$ cat config.mk
export PLATFORM = sky130hd
export DESIGN_NAME = sens_trace_packer
export DESIGN_NICKNAME = d
export VERILOG_FILES = /design/src/rtl/sens_pack_pkg.sv /design/src/rtl/popcount128.sv /design/src/rtl/sens_trace_packer.sv
export SDC_FILE = /design/constraint.sdc
export NUM_CORES = 1
export LEC_CHECK = 0
export ABC_AREA = 1
export CAP_MARGIN = 20
export CORE_MARGIN = 2
export CORE_UTILIZATION = 39
export CTS_CLUSTER_DIAMETER = 120
export DETAILED_ROUTE_END_ITERATION = 6
export PLACE_DENSITY = 0.77
export REMOVE_ABC_BUFFERS = 1
export SLEW_MARGIN = 20
export SYNTH_ARGS = -nofsm -noshare
export SYNTH_HDL_FRONTEND = slang
export SYNTH_SLANG_ARGS = --single-unit
$ cat constraint.sdc
create_clock -name clk_i -period 1.85 [get_ports clk_i]
set_clock_uncertainty 0.15 [all_clocks]
set_input_delay 0.2775 -clock clk_i [delete_from_list [all_inputs] [get_ports clk_i]]
set_output_delay 0.2775 -clock clk_i [all_outputs]
set_load 0.05 [all_outputs]
$ cat src/rtl/sens_pack_pkg.sv
// Shared types and constants for the sensor trace packer.
// SENS_POPCOUNT_EN selects Hamming-weight packing; without it words pass through one per ack.
package sens_pack_pkg;

  typedef enum logic [1:0] {
    IDLE = 2'd0,
    REQ  = 2'd1,
    WAIT = 2'd2,
    HOLD = 2'd3
  } sens_state_e;

  localparam int LANE_W = 8;
  localparam int LANES  = 16;

  // Timeout counter must be able to hold the value TIMEOUT itself.
  function automatic int tmr_width(input int timeout);
    return $clog2(timeout + 1);
  endfunction

endpackage

$ cat src/rtl/popcount128.sv
// Two-stage Hamming weight of a 128-bit word: per-byte counts, then an adder tree.
// Only instantiated when SENS_POPCOUNT_EN is defined.
module popcount128
  import sens_pack_pkg::*;
(
  input  logic              clk_i,
  input  logic              rst_n,
  input  logic              clr,
  input  logic              in_vld,
  input  logic [127:0]      din,
  output logic              out_vld,
  output logic [LANE_W-1:0] weight
);

  logic [3:0]        grp_d [LANES];
  logic [3:0]        grp_q [LANES];
  logic              vld_q;
  logic [LANE_W-1:0] sum;

  always_comb begin
    for (int g = 0; g < LANES; g++) begin
      grp_d[g] = 4'd0;
      for (int b = 0; b < 8; b++) begin
        grp_d[g] = grp_d[g] + {3'd0, din[g*8+b]};
      end
    end
  end

  always_comb begin
    sum = '0;
    for (int g = 0; g < LANES; g++) begin
      sum = sum + {4'd0, grp_q[g]};
    end
  end

  // The valid bit follows the data through both stages; clr kills anything in flight.
  always_ff @(posedge clk_i or negedge rst_n) begin
    if (!rst_n) begin
      vld_q   <= 1'b0;
      out_vld <= 1'b0;
      weight  <= '0;
      for (int g = 0; g < LANES; g++) grp_q[g] <= 4'd0;
    end else begin
      vld_q   <= in_vld && !clr;
      out_vld <= vld_q && !clr;
      if (in_vld) begin
        for (int g = 0; g < LANES; g++) grp_q[g] <= grp_d[g];
      end
      if (vld_q) weight <= sum;
    end
  end

endmodule

$ cat src/rtl/sens_trace_packer.sv
// Drains N_SAMPLES sensor FIFO words per run and hands them on through a held valid/ack port.
// SENS_POPCOUNT_EN: pack 16 Hamming weights per output word; otherwise one raw word per ack.
module sens_trace_packer
  import sens_pack_pkg::*;
#(
  parameter int N_SAMPLES    = 128,
  parameter int SENSOR_WIDTH = 128,
  parameter int TIMEOUT      = 255
) (
  input  logic                    clk_i,
  input  logic                    rst_n,
  input  logic                    start_i,
  output logic                    fifo_drdy_o,
  input  logic [SENSOR_WIDTH-1:0] fifo_dout_i,
  input  logic                    fifo_dvld_i,
  output logic [SENSOR_WIDTH-1:0] pack_dout_o,
  output logic                    pack_dvld_o,
  input  logic                    pack_ack_i,
  output logic                    busy_o,
  output logic                    done_o,
  output logic                    err_o,
  output sens_state_e             dbg_state
);

  // Handshakes: fifo_drdy_o is a one-cycle request answered by a one-cycle fifo_dvld_i,
  // with one request outstanding; pack_dvld_o holds until pack_ack_i is seen while it is high.
  localparam int TMR_W = tmr_width(TIMEOUT);
  localparam int CNT_W = $clog2(N_SAMPLES + 1);

  sens_state_e             state_q, state_d;
  logic [TMR_W-1:0]        tmr_q;
  logic [CNT_W-1:0]        smp_q;
  logic                    err_q, done_q, dvld_q;
  logic [SENSOR_WIDTH-1:0] data_q;
  logic                    run_start, take, abort, acked, run_end, group_last;

  assign run_start = (state_q == IDLE) && start_i;
  assign take      = (state_q == WAIT) && fifo_dvld_i;
  assign abort     = (state_q == WAIT) && !fifo_dvld_i && (tmr_q == TMR_W'(TIMEOUT - 1));
  assign acked     = (state_q == HOLD) && dvld_q && pack_ack_i;
  assign run_end   = (smp_q == CNT_W'(N_SAMPLES));

`ifdef SENS_POPCOUNT_EN
  logic [3:0]        iss_q, wr_q;
  logic              pc_vld;
  logic [LANE_W-1:0] pc_weight;

  assign group_last = (iss_q == 4'(LANES - 1));

  popcount128 u_popcount (
    .clk_i   (clk_i),
    .rst_n   (rst_n),
    .clr     (run_start || abort),
    .in_vld  (take),
    .din     (fifo_dout_i),
    .out_vld (pc_vld),
    .weight  (pc_weight)
  );
`else
  assign group_last = 1'b1;
`endif

  always_ff @(posedge clk_i or negedge rst_n) begin
    if (!rst_n) state_q <= IDLE;
    else        state_q <= state_d;
  end

  always_comb begin
    state_d = state_q;
    case (state_q)
      IDLE: if (start_i) state_d = REQ;
      REQ:  state_d = WAIT;
      WAIT: begin
        if (take)       state_d = group_last ? HOLD : REQ;
        else if (abort) state_d = IDLE;
      end
      HOLD: if (acked) state_d = run_end ? IDLE : REQ;
      default: state_d = IDLE;
    endcase
  end

  // tmr_q equals the number of cycles elapsed since the request cycle.
  always_ff @(posedge clk_i or negedge rst_n) begin
    if (!rst_n) begin
      tmr_q  <= '0;
      smp_q  <= '0;
      err_q  <= 1'b0;
      done_q <= 1'b0;
      dvld_q <= 1'b0;
      data_q <= '0;
`ifdef SENS_POPCOUNT_EN
      iss_q  <= 4'd0;
      wr_q   <= 4'd0;
`endif
    end else begin
      done_q <= 1'b0;
      if (run_start) begin
        smp_q  <= '0;
        err_q  <= 1'b0;
        dvld_q <= 1'b0;
        data_q <= '0;
`ifdef SENS_POPCOUNT_EN
        iss_q  <= 4'd0;
        wr_q   <= 4'd0;
`endif
      end
      if (state_q == REQ)       tmr_q <= TMR_W'(1);
      else if (state_q == WAIT) tmr_q <= tmr_q + TMR_W'(1);
      if (take) begin
        smp_q <= smp_q + CNT_W'(1);
`ifdef SENS_POPCOUNT_EN
        iss_q <= group_last ? 4'd0 : iss_q + 4'd1;
`else
        data_q <= fifo_dout_i;
        dvld_q <= 1'b1;
`endif
      end
`ifdef SENS_POPCOUNT_EN
      if (pc_vld) begin
        data_q[wr_q*LANE_W +: LANE_W] <= pc_weight;
        wr_q <= wr_q + 4'd1;
        if (wr_q == 4'(LANES - 1)) dvld_q <= 1'b1;
      end
`endif
      if (abort) begin
        err_q  <= 1'b1;
        dvld_q <= 1'b0;
        data_q <= '0;
`ifdef SENS_POPCOUNT_EN
        iss_q  <= 4'd0;
        wr_q   <= 4'd0;
`endif
      end
      if (acked) begin
        dvld_q <= 1'b0;
        data_q <= '0;
        if (run_end) done_q <= 1'b1;
      end
    end
  end

  assign fifo_drdy_o = (state_q == REQ);
  assign pack_dout_o = data_q;
  assign pack_dvld_o = dvld_q;
  assign busy_o      = (state_q != IDLE);
  assign done_o      = done_q;
  assign err_o       = err_q;
  assign dbg_state   = state_q;

endmodule

==> results of run 1 <==
-- worst paths after layout --
| path | startpoint | to | slack [ns] | depth (start not counted) |
|---|---|---|---|---|
| max | dbg_state[0] | busy_o | 0.02 | 5 |
| min | rst_n | tmr_q[1] | 0.21 | 2 |
| max reg2reg | dbg_state[0] | pack_dout_o[19] | 0.02 | 9 |
| min reg2reg | err_o | err_o | 0.36 | 2 |
| max in group asynchronous | rst_n | pack_dout_o[76] | 0.76 | 3 |
| min in group clk_i | fifo_dout_i[100] | pack_dout_o[100] | 0.25 | 3 |
-- power groups by stage --
stage | Clock [uW] | Combinational [uW] | Sequential (uW)
after floorplan | 0 | 2240 | 10700
after global placement | 0 | 11300 | 5670
after detailed placement | 0 | 11500 | 5660
after CTS | 3680 | 12100 | 5680
after global routing | 3820 | 13700 | 5910
final | 3630 | 13000 | 5710
-- state kept, by name (all words and copies together), names as in the netlist --
register,flops
err_o,1
pack_dvld_o,1
tmr_q,8
done_o,1
smp_q,8
dbg_state,2
pack_dout_o,128
-- final cells by class --
cell class                 instances  area share
timing repair buffer             332      0.3049
clock buffer                      19     0.04146
multi-input combinational        367      0.1982
tap                              216     0.02588
clock inverter                    13     0.01749
sequential                       149      0.3573
inverter                         151     0.05476
-- cells in the mapped netlist (2+ instances only) --
cell type | instances | share of area
a21oi_1 | 7 | 0.0055
buf_12 | 3 | 0.0094
buf_2 | 12 | 0.0094
buf_4 | 3 | 0.0035
buf_8 | 8 | 0.019
dfrtp_1 | 149 | 0.58
ha_1 | 9 | 0.018
inv_1 | 149 | 0.087
inv_2 | 2 | 0.0012
nand2_1 | 167 | 0.098
nand2_2 | 2 | 0.0020
nand3_1 | 15 | 0.012
nor2_1 | 14 | 0.0082
nor3_1 | 3 | 0.0023
o21ai_0 | 108 | 0.084
o21ai_1 | 2 | 0.0016
o21ai_2 | 30 | 0.041
-- critical path: stages (launching register included) --
cell	delay, ns
dfrtp_2	0.44
inv_2	0.10
buf_6	0.11
ha_4	0.16
inv_4	0.04
buf_12	0.14
-- per-stage QoR --
step           total power (uW)  setup TNS [ns]  instance area (sq um)  setup slack [ns]  utilization
2_1_floorplan             12950         -111.26                   6128           -0.8772            -
3_3_place_gp              16960          -7.582                   9121          -0.09246       0.5721
3_5_place_dp              17130          -7.292                   9121           -0.1396       0.5721
4_1_cts                   21490          -1.023                   9986          -0.02717       0.6264
5_1_grt                   23420          -1.923                  10440          -0.06242       0.6550
6_report                  22390               0                  10440           0.02004       0.6550
-- kinds of logic after synthesis --
family | Yosys count | share of synthesized area
adder cells (fa/ha/maj) | 9 | 0.01758
AO/OA/AOI/OAI | 149 | 0.1350
XOR/XNOR | 1 | 0.001367
multiplexers | 1 | 0.001563
flip-flops | 149 | 0.5820
buffers and inverters | 179 | 0.1318
AND/OR/NAND/NOR | 206 | 0.1307
-- per-layer routing --
layer | routed length, microns | vias up
met2 | 9432 | 213
li1 | - | 2772
met5 | 0 | -
met4 | 588 | 0
met1 | 7798 | 2708
met3 | 1283 | 41
-- what timing repair did --
| item | in CTS | in global routing |
|---|---|---|
| hold buffers | 1 | 0 |
| endpoints found under the hold margin | 39 | 0 |
| pin swaps | 2 | 11 |
| gates resized for setup | 47 | 86 |
| gates cloned | 3 | 8 |
| buffers inserted | 12 | 13 |
| setup endpoints to repair | 123 | 136 |
==> metrics.md, run 1 <==
| Metric | Value |
|---|---|
| Outcome | `completed` |
| Vias in the first global route | `5647` |
| Vias per std cell | `4.598` |
| P_leak | `0.004981 uW` |
| Drt pass-1 iters | `5` |
| Max Slew Vio Count | `0` |
| Sequential cell area | `3731 sq um` |
| Clk sink count | `149` |
| Synthesis warning total | `0` |
| Post-synthesis cell type count | `28` |
| Die area | `17470 sq um` |
| Clk root buf | `clkbuf_16` |
| Port Buffer Count | `267` |
| Crit. End Element | `output port` |
| Met3 Usage GRT | `0.06459` |
| Cell Count Post-Placement | `1182` |
| Htree depth | `4` |
| Routing usage on met1 | `0.2490` |
| Via count | `5734` |
| Period utilization | `0.9892` |
| Worst Path Arrival | `1.40 ns` |
| Max VDD drop | `0.001182 V` |
| Fmax | `546.5 MHz` |
| Synth-to-Final Area Change | `63.01%` |
| Tot GR Track Use | `0.2051` |
| Async set-reset flop share out of synthesis | `1.000` |
| Initial antenna violation count | `0` |
| EDFF count, synth | `0` |
| Power density over the cells | `2144 nW/um^2` |
| Net Sw Power | `10970 uW` |
| Worst slew pin tran | `0.4712 ns` |
| Final #Nets | `1160` |
| Largest net degree at the start of global routing | `57` |
| Reg power frac | `0.255` |
| Critical Path Source Type | `flip-flop` |
| Crit-path max FO | `4` |
| Tmin final | `1.830 ns` |
| Syn Area/Cell | `9.231 sq um` |
| Remaining global-route overflow | `0` |
| Most frequent cells in the layout | `buf_4 (168), nand2_1 (164), dfrtp_1 (147)` |
| CTS tree | `built` |
| Slew HR | `0.6859` |
| Fin cells | `1247` |
| Switching Fraction | `0.4898` |
| Synthesized area | `6406 sq um` |
| Share of layout cells above drive strength 1 | `0.3036` |
| Setup Viol. Count Final | `0` |
| Clk_lat worst skew | `0.42 ns` |
| Hold slack | `0.2086 ns` |
| Most common cell after layout, fill and taps aside | `buf_4` |
| Kind of critical path | `flip-flop to output port` |
| RePlAce Congestion | `0.7944` |
| Antenna viol nets, final | `0` |
| Core ar. | `15940 sq um` |
| First-pass GRT wire length | `28.59 mm` |
| Initial Util | `0.4018` |
| Die width | `132.2 microns` |
| Clk pin slew, worst setup/hold paths | `0.06 ns` |
| M2 GR Usage | `0.3348` |
| Longest Clk Path Bufs | `2` |
| Clock power frac | `0.162` |
| Post-Route WL | `19.10 mm` |
| I/O pins | `268` |
| Iter 0 DRT Violations | `217` |
| Comb power frac | `0.583` |
| Routed wire length per instance | `15.32 microns` |
| Synthesized flop and latch total | `149` |
| Footprint of the multi-input gates | `2069 sq um` |
| Unrepaired setup endpoints after global routing | `yes` |
| Req. time, crit path | `1.42 ns` |
| Cell Int Power | `11420 uW` |
| Site row count | `46` |
| Post-DP HPWL | `11.97 mm` |
| Max_cap viols | `0` |
| Cell count after synthesis | `694` |
| Final hold vios | `0` |
| Final-layout fill cell count | `1294` |
| Grt peak-use layer | `met2` |
| TritonCTS buffer count | `17` |
| Ant. Diodes | `0` |
| Remaining design rule violation count | `0` |
| Register area share after synthesis | `0.5820` |
| Worst min path class | `input pin to asynchronous set/reset pin` |
| Die Height | `132.2 microns` |
| Main synth FF type | `dfrtp_1` |
(Power assumes the default switching activity.)
==> run 2, diff against run 1 <==
--- a/config.mk
+++ b/config.mk
@@ -6,8 +6,8 @@
 export NUM_CORES = 1
 export LEC_CHECK = 0
 export ABC_AREA = 1
+export ABC_CLOCK_PERIOD_IN_PS = 1850
 export CAP_MARGIN = 20
-export CORE_MARGIN = 2
 export CORE_UTILIZATION = 39
 export CTS_CLUSTER_DIAMETER = 120
 export DETAILED_ROUTE_END_ITERATION = 6
==> metrics.md, run 2 (synthesized netlist as in run 1, its figures left out) <==
| Metric | Value |
|---|---|
| Via count | `5508` |
| Setup Viol. Count Final | `0` |
| Fmax | `544.7 MHz` |
| Crit-path max FO | `11` |
| Largest net degree at the start of global routing | `85` |
| Die area | `16940 sq um` |
| Ant. Diodes | `0` |
| Drt pass-1 iters | `4` |
| Site row count | `46` |
| TNS Setup | `0 ns` |
| Die Height | `130.2 microns` |
| Initial Util | `0.4018` |
| CTS tree | `built` |
| Clk_lat worst skew | `0.41 ns` |
| RePlAce Congestion | `0.8194` |
| Clk sink count | `149` |
| Max VDD drop | `0.001280 V` |
| Core ar. | `15940 sq um` |
| Outcome | `completed` |
| Slew HR | `0.6941` |
| Die width | `130.2 microns` |
| Remaining design rule violation count | `0` |
| Max_cap viols | `0` |
| Clk root buf | `clkbuf_16` |
| Most common cell after layout, fill and taps aside | `nand2_1` |
| Critical path origin | `dbg_state[0]` |
| TritonCTS buffer count | `17` |
| I/O pins | `268` |
| Critical Path Source Type | `flip-flop` |
| Routed wire length per instance | `14.67 microns` |
| Antenna viol nets, final | `0` |
| Unrepaired setup endpoints after global routing | `yes` |
| R2R cell count | `9` |
| Final #Nets | `1132` |
| Final hold vios | `0` |
| Remaining global-route overflow | `0` |
| Cell Count Post-Placement | `1176` |
| Iter 0 DRT Violations | `259` |
| Worst min path class | `input pin to flip-flop` |
| Max reg flops | `128` |
| Most frequent cells in the layout | `nand2_1 (164), dfrtp_1 (148), inv_1 (147)` |
| FF-to-FF setup slack | `0.01 ns` |
| Final core occ | `0.6341` |
| Tmin final | `1.836 ns` |
| Req. time, crit path | `2.00 ns` |
| First-pass GRT wire length | `26.02 mm` |
| Power density over the cells | `2167 nW/um^2` |
| Post-DP HPWL | `11.73 mm` |
| Hold path cells | `3` |
| Clk pin slew, worst setup/hold paths | `0.06 ns` |
| Power Total | `21910 uW` |
| Kind of critical path | `flip-flop to flip-flop` |
| Initial antenna violation count | `0` |
| P_leak | `0.004804 uW` |
| Vias in the first global route | `5369` |
| Share of layout cells above drive strength 1 | `0.2527` |
| Crit. End Element | `flip-flop` |
| Max Slew Vio Count | `0` |
| Period utilization | `0.9924` |
| Worst setup endpoint | `pack_dout_o[12]` |
| Worst reg2reg path endpoint | `pack_dout_o[12]` |
| Post-Route WL | `17.86 mm` |
| Worst Path Arrival | `1.99 ns` |
| Tot GR Track Use | `0.1976` |
| Longest Clk Path Bufs | `2` |
| Port Buffer Count | `267` |
| Vias per std cell | `4.526` |
| Worst slew pin tran | `0.4588 ns` |
| Htree depth | `4` |
| Fin cells | `1217` |
| R2r startpoint | `dbg_state[0]` |
| Synth-to-Final Area Change | `57.81%` |
-- run 2: cell count changes in the layout (fill, tap and decap cells not counted), moves of 3 or more --
| cell | change |
|---|---|
| o21ai_2 | -25 |
| buf_4 | -22 |
| clkinvlp_4 | -3 |
| clkbuf_8 | +3 |
| o21ai_0 | +18 |
| clkinv_2 | -3 |
| o21ai_1 | +8 |
| buf_6 | -4 |
-- run 2: final cells by class --
class,count,area [sq um]
clock inverter,8,196.4
multi-input combinational,366,1916
inverter,151,571.8
clock buffer,22,474.2
sequential,149,3730
fill,1334,5833
tap,216,270.3
timing repair buffer,305,2952
-- run 2: worst max-delay path, cell delays in order, from the launching register on --
cell and delay, ns:
dfrtp_1 0.38, inv_2 0.08, ha_2 0.22, inv_1 0.07, nor2_4 0.13, nand3_4 0.10
nand3b_4 0.17, buf_12 0.17, buf_12 0.14, o21ai_0 0.08
-- run 2: what timing repair did --
action | 4_1_cts | 5_1_grt
resized for setup | 8 | 67
buffers inserted | 0 | 3
endpoints found under the setup margin | 110 | 133
hold endpoints to repair | 149 | 0
hold buffers | 1 | 0
pin swaps | 0 | 3
gates cloned | 0 | 7
-- run 2: report_power, final --
group / total (uW) / internal (uW) / leakage, uW / switching [uW]
combinational: 12300 / 3970 / 0.00248 / 8280
clock: 3950 / 2630 / 0.000322 / 1320
sequential: 5700 / 4770 / 0.00200 / 929
-- run 2: layer usage --
| layer | global-route usage | vias up | share of wire |
|---|---|---|---|
| li1 | - | 2706 | - |
| met1 | 0.2402 | 2604 | 0.41 |
| met2 | 0.3223 | 171 | 0.50 |
| met3 | 0.06191 | 27 | 0.067 |
| met4 | 0.08755 | 0 | 0.022 |
| met5 | 0 | - | 0 |
-- run 2: how the worst min path moves through the flow --
| stage | start | to | slack (ns) |
|---|---|---|---|
| after CTS | fifo_dout_i[113] | pack_dout_o[113] | 0.25 |
| final | fifo_dout_i[45] | pack_dout_o[45] | 0.25 |
| after floorplan | rst_n | dbg_state[0] | -0.17 |
| after global placement | rst_n | tmr_q[0] | 0.15 |
| after global routing | fifo_dout_i[81] | pack_dout_o[81] | 0.26 |
| after detailed placement | rst_n | tmr_q[1] | 0.15 |
-- run 2: metrics by stage --
step | area, sq um | worst slack [ns] | hold WS [ns]
finish | 10110 | 0.01410 | 0.2533
floorplan | 6128 | -0.8772 | -0.1681
detailed placement | 9089 | -0.1564 | 0.1524
global route | 10110 | -0.09962 | 0.2580
CTS | 9797 | 0.003205 | 0.2485
global placement | 9089 | -0.06102 | 0.1505
==> run 3, diff against run 2 <==
--- a/config.mk
+++ b/config.mk
@@ -17,3 +17,4 @@
 export SYNTH_ARGS = -nofsm -noshare
 export SYNTH_HDL_FRONTEND = slang
 export SYNTH_SLANG_ARGS = --single-unit
+export TNS_END_PERCENT = 50
==> results of run 3 <==
No change in the layout: final DEF, timing and power equal those of run 2.
